<file path="src/rtl/multiplier_control.sv">
// Control FSM for the 8-bit signed shift-add multiplier: turns the active-low
// Run / ClearA_LoadB buttons into one-hot datapath strobes with fixed latency.
module multiplier_control #(
  parameter int N = 8
) (
  input  logic       Clk,
  input  logic       Reset,
  input  logic       Run,
  input  logic       ClearA_LoadB,
  input  logic       M,
  output logic       Ld_B,
  output logic       Clr_AX,
  output logic       Add,
  output logic       Sub,
  output logic       Shift,
  output logic       Busy,
  output logic       Done,
  output logic [2:0] dbg_state
);

  localparam int KW = (N > 1) ? $clog2(N) : 1;
  localparam logic [KW-1:0] K_LAST = KW'(N - 1);

  typedef enum logic [2:0] {
    IDLE  = 3'd0,
    LOAD  = 3'd1,
    START = 3'd2,
    ADD   = 3'd3,
    SHIFT = 3'd4,
    DONE  = 3'd5
  } state_t;

  state_t        state, state_nxt;
  logic [KW-1:0] k;
  logic          load_armed;

  always_ff @(posedge Clk or negedge Reset) begin
    if (!Reset) begin
      state <= IDLE;
      k     <= '0;
    end else begin
      state <= state_nxt;
      if (state == START)
        k <= '0;
      else if (state == SHIFT && k != K_LAST)
        k <= k + 1'b1;
    end
  end

  // A held load button fires once; it must go high again before the next load.
  always_ff @(posedge Clk or negedge Reset) begin
    if (!Reset)
      load_armed <= 1'b1;
    else if (ClearA_LoadB)
      load_armed <= 1'b1;
    else if (state == IDLE && state_nxt == LOAD)
      load_armed <= 1'b0;
  end

  always_comb begin
    state_nxt = state;
    unique case (state)
      IDLE: begin
        if (!ClearA_LoadB && load_armed) state_nxt = LOAD;
        else if (!Run)                   state_nxt = START;
      end
      LOAD:    state_nxt = IDLE;
      START:   state_nxt = ADD;
      ADD:     state_nxt = SHIFT;
      SHIFT:   state_nxt = (k == K_LAST) ? DONE : ADD;
      DONE:    if (Run) state_nxt = IDLE;
      default: state_nxt = IDLE;
    endcase
  end

  // The last iteration weighs the multiplier sign bit, hence Sub instead of Add.
  always_comb begin
    Ld_B   = 1'b0;
    Clr_AX = 1'b0;
    Add    = 1'b0;
    Sub    = 1'b0;
    Shift  = 1'b0;
    Busy   = 1'b0;
    Done   = 1'b0;
    unique case (state)
      LOAD:  Ld_B = 1'b1;
      START: begin
        Clr_AX = 1'b1;
        Busy   = 1'b1;
      end
      ADD: begin
        Busy = 1'b1;
        if (k == K_LAST) Sub = M;
        else             Add = M;
      end
      SHIFT: begin
        Shift = 1'b1;
        Busy  = 1'b1;
      end
      DONE:    Done = 1'b1;
      default: ;
    endcase
  end

  assign dbg_state = state;

endmodule
</file>
<file path="config.mk">
export PLATFORM = sky130hd
export DESIGN_NAME = multiplier_control
export DESIGN_NICKNAME = d
export VERILOG_FILES = /design/src/rtl/multiplier_control.sv
export SDC_FILE = /design/constraint.sdc
export NUM_CORES = 1
export LEC_CHECK = 0
export BUFFER_PORTS_ARGS = -buffer_cell sky130_fd_sc_hd__buf_2
export CORE_AREA = 10 10 47 49
export DETAILED_ROUTE_END_ITERATION = 8
export DIE_AREA = 0 0 57 59
export PLACE_DENSITY_LB_ADDON = 0.15
export SYNTH_ARGS = -nofsm -noshare
export SYNTH_HDL_FRONTEND = slang
export SYNTH_SLANG_ARGS = --single-unit
</file>
<file path="constraint.sdc">
create_clock -name Clk -period 1.74 [get_ports Clk]
set_clock_uncertainty 0.2 [all_clocks]
set_input_delay 0.261 -clock Clk [delete_from_list [all_inputs] [get_ports Clk]]
set_output_delay 0.261 -clock Clk [all_outputs]
set_load 0.005 [all_outputs]
</file>
==> impl_metrics.toml, run 1 <==
[timing]
slew_viol_final = 0
worst_slew_pin_slew_ns = 0.3287
hold_viol = 0
setup_ws_ns = 0.03428
relSlewSlack_pct = 77.99
grt_setup_unrepaired = "true"
layout_min_cycle_time_ns = 1.706
fin_crit_sh_pct = 98.03
setup_viol = 0
max_freq_mhz = 586.3

[yosys]
yosys_warnings = 0
ys_types = 20
ys_seq_elements = 7
yosysTopAreaCell = "dfrtp_1"
syn_area_per_cell_um2 = 9.537
synth.top_cell.area_share_pct = 34.99
syn_area_um2 = 429.2
syn_nets = 53
yosysSeqAreaShare_pct = 41.11
yosys-top-cells-area = "dfrtp_1, ha_1, mux2i_1"
postSynthCellCount = 45

[clocking]
cts_tree = "done"
clkSinkCount = 7
cts-root-buf = "clkbuf_4"
cts_buffers = 3
clk_pin_slew_ns = 0.05
clock_latency_ns = 0.25
clockBufferDepth = 2
cts_max_level = 1

[setup_path]
slowest_stage = "dfrtp_1"
crit_chain = "ha_4 -> ha_4 -> nor4b_4 -> mux2i_1 -> nor2_1"
cp_num_buf_inv = 0
crit_arrival_ns = 1.64
path_class = "reg -> reg"
r2r-end = "k[2]"
required_ns = 1.67
slowest_delay_ns = 0.41
r2r_start = "k[1]"
cp_max_fo = 3
rr_worst_depth = 5
endpoint_kind = "register"
path_depth = 5
critPathTopFamily = "flip-flops"
ff2ff_setup_slack_ns = 0.03
startpoint_type = "register"
crit_top_cell = "ha_4"

[routing]
routedWlPerCell_um = 13.33
ant_nets = 0
vias_per_cell = 4.648
drtPass1Iterations = 1
vias = 409
drtIter0Drc = 0
wirelength_mm = 1.173
drc = 0

[run]
cap_violations = 0

[worst_hold_path]
holdPathEnd = "load_armed"
hold_path.class = "in -> reg"
hp-start = "ClearA_LoadB"
whs_path_depth = 3

[placed_design]
dpl.cell_count = 77
dp_hpwl_um = 819
post-place-ws_ns = -0.005962
port_buffers = 14
gp_congestion = 0.6624

[global_routing]
grt_usage_pct = 6.704
grt_max_degree = 14
grt_first_pass_wirelength_mm = 1.842
gr-total-overflow = 0
antenna_found_initial = 0
grt_pass1_vias = 389

[status]
status = "finished, final reports clean"

[floorplan]
die_area_um2 = 3363
io_pins = 15
start_util_pct = 30.63
fp.dieW_um = 57
core_um2 = 1401
rows = 14
die_height_um = 59

[power]
leakage_nw = 0.3263
ir_worst_vdd_v = 0.0006863
power_density_nw_per_um2 = 1570

[finish]
num_antenna_cells = 0
drive_gt1_share_pct = 50.00
area_delta_synth_final_pct = 55.98
nets = 81
fin_cells = 88
## worst max path at each step
| stage | startpoint | endpoint |
|---|---|---|
| after detailed placement | k[0] | k[2] |
| final | k[1] | k[2] |
| after global placement | k[0] | k[2] |
| after CTS | k[1] | Sub |
| after global routing | k[1] | k[2] |
| after floorplan | k[0] | k[1] |
## logic make-up after synthesis
kind of cell | count (synthesis) | share of synthesized area [%]
DFF | 7 | 41.11
buffers and inverters | 6 | 5.830
xor gates and xnor gates | 1 | 2.041
and+or+nand+nor | 16 | 21.87
muxes | 3 | 6.997
AOI/OAI and AO/OA | 9 | 13.41
adders and majority gates | 3 | 8.747
## metrics by stage
stage               area, um^2  total power [mW]  setup TNS, ns  hold slack, ns  util [%]
finish                   669.4             1.051              0         0.02756     47.77
global route             669.4             1.157        -0.1115         0.05962     47.77
CTS                      585.6            0.9296              0         0.01959     41.79
detailed placement       539.3            0.7619      -0.009484        -0.08854     38.48
global placement         539.3            0.7711              0        -0.09133     38.48
floorplan                429.2            0.5793              0         -0.2346         -
## power by group
part | switching (mW) | leakage (nW) | internal (mW) | total [mW]
clock | 0.0585 | 0.0150 | 0.0874 | 0.146
combinational | 0.245 | 0.226 | 0.323 | 0.568
sequential | 0.0973 | 0.0858 | 0.240 | 0.337
## registers in the layout, indices dropped and copies added, names as in the netlist
name	flops
dbg_state	3
k	3
load_armed	1
## timing repair
item / CTS / global route
gates resized for setup: 5 / 6
pin swaps: 2 / 0
setup endpoints to repair: 5 / 8
hold buffers: 1 / 0
endpoints found under the hold margin: 7 / 0
buffers inserted: 0 / 7
## cell type report
class,instances,area [um^2]
fill,152,732.0
multi-input combinational,32,272.8
tap,16,20.02
inverter,4,15.01
sequential,7,180.2
timing repair buffer,25,155.1
clock buffer,4,26.28
## worst reg2reg max path, cell delays in order (launching register included)
cell	delay (ns)
dfrtp_1	0.41
ha_4	0.19
ha_4	0.17
nor4b_4	0.32
mux2i_1	0.25
nor2_1	0.05
## synth_stat cells
library cell,number
a211oi_1,2
buf_2,2
nor2b_1,1
o311a_1,1
dfrtp_1,6
o21ai_0,3
dfstp_2,1
inv_1,4
mux2i_1,3
ha_1,3
nand2_1,2
nor2_1,7
nor3_1,1
nand2b_1,2
nor3b_1,1
o31ai_1,1
nand3_1,1
nor4b_4,1
a21oi_1,2
xnor2_1,1
## placed cells by master (no fill, tap or decap)
master and n:
a211oi_1 2, a21oi_1 2, buf_2 14, buf_4 10, clkbuf_1 1, clkbuf_4 3, dfrtp_1 3, dfrtp_2 3
dfstp_2 1, dlygate4sd3_1 1, ha_4 3, inv_1 4, mux2i_1 3, nand2_1 2, nand2b_1 2, nand3_1 1
nor2_1 7, nor2b_4 1, nor3_1 1, nor3b_1 1, nor4b_4 1, o21ai_0 3, o311a_1 1, o31ai_1 1
xnor2_1 1
## metal layers
layer  track usage, %  wire [um]  up-vias
met3            2.575         67        0
met1            9.333        576      188
met4            4.027          0        0
li1                 -          -      210
met2            8.217        529       11
met5                0          0        -
Note: power is estimated with default switching activity, not from simulation.
==> inputs of run 2 (changes only) <==
- MAX_ROUTING_LAYER: unset -> met4
==> run 2 against run 1 <==
Compared with the run above: power about the same; critical path depth unchanged; fmax about the same; non-clock buffer count unchanged; die area unchanged; global-route usage up 0.19 points; hold slack about the same; combinational power about the same; largest cell class unchanged.
==> impl_metrics.toml, run 2 (synthesis results as in run 1) <==
[global_routing]
grt_max_degree = 14
gr-total-overflow = 0
antenna_found_initial = 0
grt_first_pass_wirelength_mm = 1.835
grt_usage_pct = 6.893
grt_pass1_vias = 389

[placed_design]
placedInstanceArea_um2 = 539.3
port_buffers = 14
gp_congestion = 0.6687
dp_hpwl_um = 819

[timing]
grt_setup_unrepaired = "true"
fin_hold_ws_ns = 0.02762
relSlewSlack_pct = 77.99
max_freq_mhz = 586.3
setup_viol = 0
layout_min_cycle_time_ns = 1.706
fin_crit_sh_pct = 98.03
hold_viol = 0
tns_ns = 0
slew_viol_final = 0
worst_slew_pin_slew_ns = 0.3287

[floorplan]
die_area_um2 = 3363
die_height_um = 59
start_util_pct = 30.63
fp.dieW_um = 57
rows = 14
io_pins = 15
core_um2 = 1401

[worst_hold_path]
hold_path.class = "in -> reg"

[power]
ir_worst_vdd_v = 0.0006863
leakage_nw = 0.3263
power_density_nw_per_um2 = 1570

[clocking]
cts_max_level = 1
clock_latency_ns = 0.25
cts_tree = "done"
clkSinkCount = 7
clk_pin_slew_ns = 0.05
cts-root-buf = "clkbuf_4"
clockBufferDepth = 2
cts_buffers = 3

[setup_path]
endpoint_kind = "register"
startpoint_type = "register"
path_class = "reg -> reg"
required_ns = 1.67
crit_arrival_ns = 1.64
cp_max_fo = 3

[routing]
drc = 0
ant_nets = 0
wirelength_mm = 1.171
drtIter0Drc = 0
vias_per_cell = 4.670
drtPass1Iterations = 1
routedWlPerCell_um = 13.31
vias = 411

[finish]
nets = 81
area_delta_synth_final_pct = 55.98
design_area_um2 = 669.4
regArea_um2 = 180.2
final_cell_mix = "buf_2, buf_4, nor2_1"
multi_input_area_um2 = 272.8
mostFrequentLayoutCell = "buf_2"
fillerInstances = 152
num_antenna_cells = 0
drive_gt1_share_pct = 50.00

[status]
status = "finished, final reports clean"

[run]
cap_violations = 0
[run 2: cell counts in the layout (fill, tap and decap cells not counted)]
Identical to the previous run, type by type.
[run 2: critical path, stage by stage, from the launching register on]
cell and delay [ns]:
dfrtp_1 0.41, ha_4 0.19, ha_4 0.17, nor4b_4 0.32, mux2i_1 0.25, nor2_1 0.05
[run 2: final timing paths]
kind	from	to	slack, ns	cells past startpoint
setup / recovery	k[1]	k[2]	0.03	5
hold reg to reg	load_armed	load_armed	0.29	2
max in group asynchronous	Reset	load_armed	0.94	2
setup reg to reg	k[1]	k[2]	0.03	5
min in group asynchronous	Reset	dbg_state[2]	0.17	2
hold / removal	ClearA_LoadB	load_armed	0.03	3
[run 2: metal layers]
metal	vias up	global-route usage, %	routed length [um]
met1	188	9.333	575
met3	2	2.575	67
met2	11	8.217	523
met5	-	-	0
met4	0	4.027	5
li1	210	-	-
[run 2: layout make-up]
| cell class | count | area share (%) |
|---|---|---|
| multi-input combinational | 32 | 40.75 |
| tap | 16 | 2.991 |
| sequential | 7 | 26.92 |
| inverter | 4 | 2.243 |
| timing repair buffer | 25 | 23.18 |
| clock buffer | 4 | 3.925 |
[run 2: power breakdown]
| group | internal, mW | switching (mW) | total (mW) |
|---|---|---|---|
| clock network | 0.0874 | 0.0584 | 0.146 |
| logic | 0.323 | 0.245 | 0.568 |
| registers | 0.240 | 0.0973 | 0.337 |
| total | 0.650 | 0.400 | 1.05 |
[run 2: stage by stage]
step                setup slack [ns]  std cells  total power, mW  util (%)
floorplan                    0.03790         45           0.5793         -
global placement             0.03421         77           0.7711     38.48
detailed placement         -0.005962         77           0.7619     38.48
CTS                         0.008102         81           0.9296     41.79
global route                -0.08596         88            1.157     47.77
finish                       0.03431         88            1.051     47.77
[run 2: what timing repair did]
| action | CTS | global route |
|---|---|---|
| hold buffers | 1 | 0 |
| setup buffers | 0 | 7 |
| pin swaps | 2 | 0 |
| gates cloned | 0 | 0 |
| resized for setup | 5 | 6 |
| endpoints found under the setup margin | 5 | 8 |
| endpoints found under the hold margin | 7 | 0 |
==> inputs of run 3 (changes only) <==
- SETUP_SLACK_MARGIN: unset -> 0.2
==> run 3 against run 2 <==
Compared with the run above: final area rose by 9.0%; critical path depth rose by 1; via count rose by 0.73%; sequential power barely moved; highest routed layer is now met3; setup slack got worse by 0.016 ns; register-to-register slack got worse by 0.02 ns; flip-flop and latch count did not move.
==> impl_metrics.toml, run 3 (synthesis results as in run 1) <==
[clocking]
cts_tree = "done"
cts-root-buf = "clkbuf_4"
clk_pin_slew_ns = 0.06
clock_latency_ns = 0.25
clkSinkCount = 7
cts_max_level = 1
cts_buffers = 3
clockBufferDepth = 2

[timing]
max_freq_mhz = 580.8
tns_ns = 0
relSlewSlack_pct = 79.78
worst_slew_pin_slew_ns = 0.3021
fin_crit_sh_pct = 98.95
grt_setup_unrepaired = "true"
setup_ws_ns = 0.01823
hold_viol = 0
setup_viol = 0
slew_viol_final = 0
layout_min_cycle_time_ns = 1.722
fin_hold_ws_ns = 0.03113

[floorplan]
die_height_um = 59
rows = 14
core_um2 = 1401
fp.dieW_um = 57
start_util_pct = 30.63
die_area_um2 = 3363
io_pins = 15

[finish]
area_delta_synth_final_pct = 69.97
nets = 83
drive_gt1_share_pct = 60.81
utilization_pct = 52.05
num_antenna_cells = 0
mostFrequentLayoutCell = "buf_2"
design_area_um2 = 729.5
final_cell_mix = "buf_2, buf_4, nor2_1"

[setup_path]
crit_arrival_ns = 1.66
cp_max_fo = 3
startpoint_type = "register"
path_class = "reg -> reg"
endpoint_kind = "register"
required_ns = 1.68

[routing]
ant_nets = 0
drtIter0Drc = 7
wl_met1_um = 495
drtPass1Iterations = 4
wirelength_mm = 1.147
top_layer = "met3"
drc = 0
vias = 414
routedWlPerCell_um = 12.74
met2WireLength_um = 558
met3_length_um = 92
vias_per_cell = 4.600

[placed_design]
port_buffers = 14
post-place-ws_ns = -0.003670
dp_hpwl_um = 762.7
placedInstanceArea_um2 = 539.3
gp_congestion = 0.7361

[power]
ir_worst_vdd_v = 0.0008005
power_density_nw_per_um2 = 1652
leakage_nw = 0.3447

[global_routing]
antenna_found_initial = 0
grt_max_degree = 9
grt_first_pass_wirelength_mm = 1.794
gr-total-overflow = 0
grt_usage_pct = 6.670
grt_pass1_vias = 420

[run]
cap_violations = 0

[status]
status = "finished, final reports clean"

[worst_hold_path]
hold_path.class = "in -> reg"
## run 3: cell count changes in the layout (fill, tap and decap cells not counted), moves of 2 or more
cell      before  now
buf_6          0    5
buf_4         10    8
nand2b_1       2    0
nand2b_4       0    2
## run 3: critical path, cell delays in order, from the launching register on
cell and delay, ns:
dfrtp_1 0.41, ha_4 0.19, ha_4 0.16, nor4b_4 0.30, buf_4 0.19, xnor2_2 0.11, nor2_1 0.06
## run 3: final timing paths
check | startpoint | end | slack (ns) | cells past startpoint
worst max-delay path | k[0] | k[0] | 0.02 | 6
worst min register to register | load_armed | load_armed | 0.29 | 2
min in group asynchronous | Reset | k[2] | 0.18 | 2
worst max register to register | k[0] | k[0] | 0.02 | 6
worst min-delay path | ClearA_LoadB | load_armed | 0.03 | 3
max in group asynchronous | Reset | load_armed | 0.92 | 2
## run 3: what timing repair did
action,4_1_cts,5_1_grt
gates resized for setup,9,10
gates cloned,0,0
endpoints found under the hold margin,7,0
setup endpoints to repair,10,10
hold buffers,1,0
buffers inserted,7,3
pin swaps,2,3
## run 3: power by group
part	internal, mW	switching, mW	leakage [nW]
clock	0.0875	0.0599	0.0150
sequential	0.240	0.0972	0.0858
combinational	0.428	0.293	0.244
## run 3: cell type report
cell class	instances	area, um^2
multi-input combinational	32	292.8
timing repair buffer	27	191.4
inverter	4	18.77
tap	16	20.02
fill	130	671.9
sequential	7	180.2
clock buffer	4	26.28
## run 3: stage by stage
step	power, mW	std cells
2_1_floorplan	0.5825	45
3_3_place_gp	0.7558	75
3_5_place_dp	0.7447	75
4_1_cts	1.070	87
5_1_grt	1.303	90
6_report	1.205	90
## run 3: routing by layer
layer / global-route usage [%] / vias to the layer above
li1: - / 213
met1: 7.152 / 188
met2: 10.08 / 13
met3: 3.433 / 0
met4: 3.020 / 0
met5: - / -
